`config.mk`:
```
export PLATFORM = sky130hd
export DESIGN_NAME = prog_rom_sched_flat
export DESIGN_NICKNAME = d
export VERILOG_FILES = /design/src/rtl/prog_rom_sched_if.sv /design/src/rtl/prog_rom_sched.sv /design/src/flat_wrapper.sv
export SDC_FILE = /design/constraint.sdc
export NUM_CORES = 1
export LEC_CHECK = 0
export BUFFER_PORTS_ARGS = -buffer_cell sky130_fd_sc_hd__buf_2
export CELL_PAD_IN_SITES_DETAIL_PLACEMENT = 1
export CELL_PAD_IN_SITES_GLOBAL_PLACEMENT = 2
export CORE_MARGIN = 4
export CORE_UTILIZATION = 36
export CTS_BUF_LIST = sky130_fd_sc_hd__clkbuf_4 sky130_fd_sc_hd__clkbuf_8
export CTS_CLUSTER_DIAMETER = 40
export DETAILED_ROUTE_END_ITERATION = 8
export GPL_TIMING_DRIVEN = 0
export PLACE_DENSITY = 0.88
export SETUP_SLACK_MARGIN = 0.4
export SLEW_MARGIN = 20
export SYNTH_ARGS = -nofsm -noshare
export SYNTH_HDL_FRONTEND = slang
export SYNTH_SLANG_ARGS = --single-unit
```
`constraint.sdc`:
```
create_clock -name clk -period 6.7 [get_ports clk]
set_input_delay 1.005 -clock clk [delete_from_list [all_inputs] [get_ports clk]]
set_output_delay 1.005 -clock clk [all_outputs]
set_load 0.01 [all_outputs]
```
`src/rtl/prog_rom_sched_if.sv`:
```
// Bus between the program-ROM scheduler and its surroundings:
// the ROM port, the decode-side instruction queue head and the table-read port.
interface prog_rom_sched_if #(
    parameter int ADDR_W = 10,
    parameter int DATA_W = 14
);
    logic [ADDR_W-1:0] rom_addr;
    logic [DATA_W-1:0] rom_data;
    logic              instr_valid;
    logic [DATA_W-1:0] instr;
    logic [ADDR_W-1:0] instr_pc;
    logic              instr_ready;
    logic              redirect;
    logic [ADDR_W-1:0] redirect_pc;
    logic              tbl_req;
    logic [ADDR_W-1:0] tbl_addr;
    logic              tbl_done;
    logic [DATA_W-1:0] tbl_data;

    // slave is the scheduler; master is the ROM/decode/execute side
    modport slave (
        output rom_addr, instr_valid, instr, instr_pc, tbl_done, tbl_data,
        input  rom_data, instr_ready, redirect, redirect_pc, tbl_req, tbl_addr
    );
    modport master (
        input  rom_addr, instr_valid, instr, instr_pc, tbl_done, tbl_data,
        output rom_data, instr_ready, redirect, redirect_pc, tbl_req, tbl_addr
    );
endinterface

```
`src/rtl/prog_rom_sched.sv`:
```
// Program-ROM access scheduler: shares the single ROM address port between
// the instruction prefetch queue and the table-read port, one access per cycle.
module prog_rom_sched #(
    parameter int                ADDR_W   = 10,
    parameter int                DATA_W   = 14,
    parameter logic [ADDR_W-1:0] RESET_PC = '0,
    parameter int                QDEPTH   = 2
) (
    input logic              clk,
    input logic              rst_n,
    prog_rom_sched_if.slave  bus
);
    localparam int CNT_W = $clog2(QDEPTH + 1);

    typedef struct packed {
        logic [ADDR_W-1:0] pc;
        logic [DATA_W-1:0] word;
    } entry_t;

    typedef enum logic {GNT_TBL, GNT_FETCH} gnt_e;

    entry_t [QDEPTH-1:0] q, q_nxt;
    logic [CNT_W-1:0]    count, wr_idx;
    logic [ADDR_W-1:0]   fetch_pc;
    gnt_e                last_gnt;
    logic                tbl_done_q;
    logic [DATA_W-1:0]   tbl_data_q;

    logic pop, q_full, fetch_want, gnt_tbl, gnt_fetch;

    assign pop        = (count != '0) & bus.instr_ready;
    assign q_full     = (count == CNT_W'(QDEPTH));
    assign fetch_want = ~bus.redirect & (~q_full | pop);
    // Table reads win unless the queue is empty; then the last loser goes first.
    assign gnt_tbl    = bus.tbl_req & (~fetch_want | (count != '0) | (last_gnt == GNT_FETCH));
    assign gnt_fetch  = ~gnt_tbl & fetch_want;
    assign wr_idx     = count - CNT_W'(pop);

    assign bus.rom_addr    = gnt_tbl ? bus.tbl_addr : fetch_pc;
    assign bus.instr_valid = (count != '0);
    assign bus.instr       = q[0].word;
    assign bus.instr_pc    = q[0].pc;
    assign bus.tbl_done    = tbl_done_q;
    assign bus.tbl_data    = tbl_data_q;

    // Head-at-zero shift queue; slots past count are kept zero so an empty
    // queue presents zero on instr/instr_pc without extra masking.
    always_comb begin
        q_nxt = q;
        if (pop) begin
            for (int i = 0; i < QDEPTH - 1; i++) q_nxt[i] = q[i+1];
            q_nxt[QDEPTH-1] = '0;
        end
        if (gnt_fetch) begin
            for (int i = 0; i < QDEPTH; i++)
                if (CNT_W'(i) == wr_idx) q_nxt[i] = '{pc: fetch_pc, word: bus.rom_data};
        end
    end

    always_ff @(posedge clk) begin
        if (!rst_n) begin
            q          <= '0;
            count      <= '0;
            fetch_pc   <= RESET_PC;
            last_gnt   <= GNT_TBL;
            tbl_done_q <= 1'b0;
            tbl_data_q <= '0;
        end else begin
            tbl_done_q <= gnt_tbl;
            if (gnt_tbl) tbl_data_q <= bus.rom_data;

            if (gnt_tbl)        last_gnt <= GNT_TBL;
            else if (gnt_fetch) last_gnt <= GNT_FETCH;

            if (bus.redirect) begin
                q        <= '0;
                count    <= '0;
                fetch_pc <= bus.redirect_pc;
            end else begin
                q     <= q_nxt;
                count <= count + CNT_W'(gnt_fetch) - CNT_W'(pop);
                if (gnt_fetch) fetch_pc <= fetch_pc + ADDR_W'(1);
            end
        end
    end
endmodule

```
`src/flat_wrapper.sv`:
```
// flat-port wrapper written by rule: the top's interface ports become plain ports
module prog_rom_sched_flat 
#(
    parameter int                ADDR_W   = 10,
    parameter int                DATA_W   = 14,
    parameter logic [ADDR_W-1:0] RESET_PC = '0,
    parameter int                QDEPTH   = 2
)
  (clk, rst_n, bus_rom_addr, bus_instr_valid, bus_instr, bus_instr_pc, bus_tbl_done, bus_tbl_data, bus_rom_data, bus_instr_ready, bus_redirect, bus_redirect_pc, bus_tbl_req, bus_tbl_addr);
  prog_rom_sched_if #(.ADDR_W(ADDR_W), .DATA_W(DATA_W)) bus_i ();
  input logic clk;
  input logic rst_n;
  output wire logic [$bits(bus_i.rom_addr)-1:0] bus_rom_addr;
  output wire logic [$bits(bus_i.instr_valid)-1:0] bus_instr_valid;
  output wire logic [$bits(bus_i.instr)-1:0] bus_instr;
  output wire logic [$bits(bus_i.instr_pc)-1:0] bus_instr_pc;
  output wire logic [$bits(bus_i.tbl_done)-1:0] bus_tbl_done;
  output wire logic [$bits(bus_i.tbl_data)-1:0] bus_tbl_data;
  input wire logic [$bits(bus_i.rom_data)-1:0] bus_rom_data;
  input wire logic [$bits(bus_i.instr_ready)-1:0] bus_instr_ready;
  input wire logic [$bits(bus_i.redirect)-1:0] bus_redirect;
  input wire logic [$bits(bus_i.redirect_pc)-1:0] bus_redirect_pc;
  input wire logic [$bits(bus_i.tbl_req)-1:0] bus_tbl_req;
  input wire logic [$bits(bus_i.tbl_addr)-1:0] bus_tbl_addr;
  assign bus_rom_addr = bus_i.rom_addr;
  assign bus_instr_valid = bus_i.instr_valid;
  assign bus_instr = bus_i.instr;
  assign bus_instr_pc = bus_i.instr_pc;
  assign bus_tbl_done = bus_i.tbl_done;
  assign bus_tbl_data = bus_i.tbl_data;
  assign bus_i.rom_data = bus_rom_data;
  assign bus_i.instr_ready = bus_instr_ready;
  assign bus_i.redirect = bus_redirect;
  assign bus_i.redirect_pc = bus_redirect_pc;
  assign bus_i.tbl_req = bus_tbl_req;
  assign bus_i.tbl_addr = bus_tbl_addr;
  prog_rom_sched #(.ADDR_W(ADDR_W), .DATA_W(DATA_W), .RESET_PC(RESET_PC), .QDEPTH(QDEPTH)) u_core (.clk(clk), .rst_n(rst_n), .bus(bus_i));
endmodule
```
==> metrics.md <==
| Metric | Value |
|---|---|
| Warning count from the yosys run | 0 |
| Starting DRT DRC Count | 68 |
| Hold Path Cell Cnt | 2 |
| Global-route usage over all layers | 17.75% |
| Post-synthesis sequential area ratio | 39.74% |
| Residual DRC | 0 |
| Peak VDD IR | 106.4 uV |
| CP endpoint kind | output pin |
| Core Box Area | 0.01032 mm2 |
| Slew @ Worst Pin | 0.6019 ns |
| Routed len/inst | 16.20 um |
| Mean post-synth cell area | 9.009 um2 |
| Vias in the first global route | 3426 |
| CTS tree | done |
| Clk slew on worst S/H paths | 0.09 ns |
| Layout Nets | 565 |
| H-tree levels | 3 |
| Final setup TNS | 0 ns |
| Detailed placement HPWL | 8200 um |
| Logic depth of the worst path, buffers included | 7 |
| Unrepaired setup endpoints after global routing | false |
| Total grt overflow | 0 |
| Worst path max stage delay | 0.28 ns |
| Hold buffer count at CTS | 0 |
| Routability congestion estimate from global placement | 0.8254 |
| Leakage | 2.233 nW |
| Post-Route WL | 10770 um |
| Slowest-stage cell, CP | o31a_1 |
| Most common cell on crit path | buf_2 |
| M3 GR Usage | 3.111% |
| Met2 Use GR | 30.50% |
| Max Root-Sink Buffers | 2 |
| Met1 global-route usage | 22.83% |
| Die W | 111.1 um |
| Post-synth EDFFs | 0 |
| Clk Latency, worst-skew pair | 0.35 ns |
| Crit path time final | 3.173 ns |
| Antenna Cells | 0 |
| DP Worst Slack | 3.304 ns |
| GRT busiest layer | met2 |
| Die height | 111.1 um |
| R2R depth | 12 |
| Syn Std Cell Area | 0.003829 mm2 |
| Worst slew margin | 59.80% |
| Async set or reset register ratio after synthesis | 0% |
| Sink Count | 76 |
| MaxCap Viol Count | 0 |
| Period Utilization, post-route | 47.35% |
| Min-delay worst type | register to register |
| Starting Density | 37.09% |
| Initial antenna violation count | 0 |
| Mapped Cells | 425 |
| Largest net degree at the start of global routing | 14 |
| Cell Pwr Density | 254.8 mW/mm2 |
| Cts bufs inserted | 9 |
| Port bufs | 88 |
| Crit-path cells | buf_2, o31a_1, buf_2, buf_2, nand2_1, o21ai_1, buf_2 |
| Achievable clock frequency | 315.2 MHz |
| Placed insts | 649 |
| FF+latch count, synth | 76 |
| Vias after detailed routing | 3236 |
| CP top delay family | buffers and inverters |
| First-pass GRT wire length | 17740 um |
| DIE AREA | 0.01235 mm2 |
| Hold violation count in the final report | 0 |
| Area grow syn2layout | 22.29% |
| Critical path data required time | 5.69 ns |
| Post-CTS setup buffers | 0 |
| Syn Nets | 466 |
| Ports | 89 |
| Clk root buf | clkbuf_8 |
| Worst Slack Setup Final | 3.527 ns |
| Critical Path Source Type | input port |
| Final ANT Viol Nets | 0 |
| Via-per-instance ratio | 4.866 |
| Post-synth cell types | 47 |
| PostCTS Resize Cnt | 0 |
| Final Skew | 0.01359 ns |
| Crit path max fanout | 10 |
| Top FF cell, synth | dfxtp_1 |
| WP data arrival | 2.17 ns |
| Pre-Repair DR Iteration Count | 4 |
| Site Rows | 37 |
| Layout cells sized above 1 | 34.03% |
| Layout Cells excl Fill | 665 |
| Status | complete, no violations |
| Final Setup Violations | 0 |
| Max Slew Vio Count | 0 |
| Critical path class | input port to output pin |
| Buffers & Inverters on Critical Path | 4 |
==> through the flow <==
stage               instance area (um2)  power, mW  hold slack, ns  util [%]
floorplan                          3829     0.6901          0.4475         -
global route                       4682      1.252          0.4867     45.35
CTS                                4682      1.203          0.4641     45.35
global placement                   4439     0.7685          0.4414     43.00
finish                             4682      1.193          0.4580     45.35
detailed placement                 4439     0.7737          0.4516     43.00
==> cell families (layout without fill, tap and decap cells) <==
family / after synthesis / after routing / synth area share, %
DFF: 76 / 76 / 39.74
AOI/OAI and AO/OA: 47 / 47 / 9.674
xor gates and xnor gates: 4 / 4 / 1.111
buffers and inverters: 60 / 164 / 10.16
adders and majority gates: 2 / 2 / 0.6535
muxes: 74 / 74 / 20.16
and+or+nand+nor: 162 / 162 / 18.50
==> layout make-up <==
cell class,instances,area (um2)
Sequential cell,76,1521
Fill cell,1269,5642
Buffer,54,366.6
Clock inverter,6,111.4
Clock buffer,10,131.4
Timing Repair Buffer,88,440.4
Tap cell,136,170.2
Inverter,6,22.52
Multi-Input combinational cell,289,1918
==> metal layers <==
metal / part of all wire (%) / wire (um) / vias to the layer above
li1: - / - / 1617
met4: 1.6 / 167 / 0
met1: 47 / 5057 / 1549
met2: 49 / 5235 / 58
met5: 0 / 0 / -
met3: 2.9 / 312 / 12
==> flip-flops by register name (all words and copies together) (netlist names) <==
register             cells
u_core.bus.tbl_data     14
u_core.bus.instr        14
u_core.bus.tbl_done      1
u_core.bus.instr_pc     10
u_core.count             2
u_core.fetch_pc         10
u_core.last_gnt          1
u_core.q                24
==> tightest hold or removal path: cells and delay by family (launching register included) <==
family | cells | cell delay (ns)
and+or+nand+nor | 1 | 0.05
DFF | 1 | 0.32
AOI/OAI and AO/OA | 1 | 0.05
==> power by group <==
| part | internal [mW] | total (mW) | switching [mW] |
|---|---|---|---|
| Clock | 0.253 | 0.432 | 0.179 |
| Sequential | 0.475 | 0.494 | 0.0188 |
| Combinational | 0.121 | 0.267 | 0.146 |
==> path summary, 6_finish.rpt <==
kind | startpoint | endpoint | slack (ns)
worst max-delay path | bus_redirect | bus_rom_addr[7] | 3.53
worst min-delay path | u_core.bus.tbl_data[9]$_SDFFE_PN0N_ | u_core.bus.tbl_data[9]$_SDFFE_PN0N_ | 0.46
worst max register to register | u_core.count[1]$_SDFF_PP0_ | u_core.bus.instr_pc[6]$_SDFF_PP0_ | 3.86
worst min register to register | u_core.bus.tbl_data[9]$_SDFFE_PN0N_ | u_core.bus.tbl_data[9]$_SDFFE_PN0N_ | 0.46
==> layout by cell type, fill, tap and decap left out, types with 4 or more instances in the layout <==
master,n
a21boi_1,8
nand3_1,30
clkbuf_8,9
clkbuf_1,14
nand2_1,107
a21oi_1,4
a21boi_0,6
mux2_2,25
buf_4,26
buf_2,97
o211ai_1,4
nor2_1,6
mux2i_1,49
inv_1,6
o21ai_0,6
dfxtp_1,76
==> synth_stat cells, types with 4 or more instances <==
cell | number | area share [%]
a21oi_1 | 4 | 0.52
mux2i_1 | 49 | 13
a21boi_1 | 8 | 1.6
a21boi_0 | 6 | 1.2
clkbuf_1 | 14 | 1.4
nor2_1 | 6 | 0.59
dfxtp_1 | 76 | 40
inv_1 | 6 | 0.59
o21ai_0 | 6 | 0.78
nand2_1 | 107 | 10
buf_2 | 9 | 1.2
buf_4 | 26 | 5.1
nand3_1 | 30 | 3.9
o211ai_1 | 4 | 0.78
mux2_2 | 25 | 7.4
No activity file was read; power rests on OpenSTA's default activity.
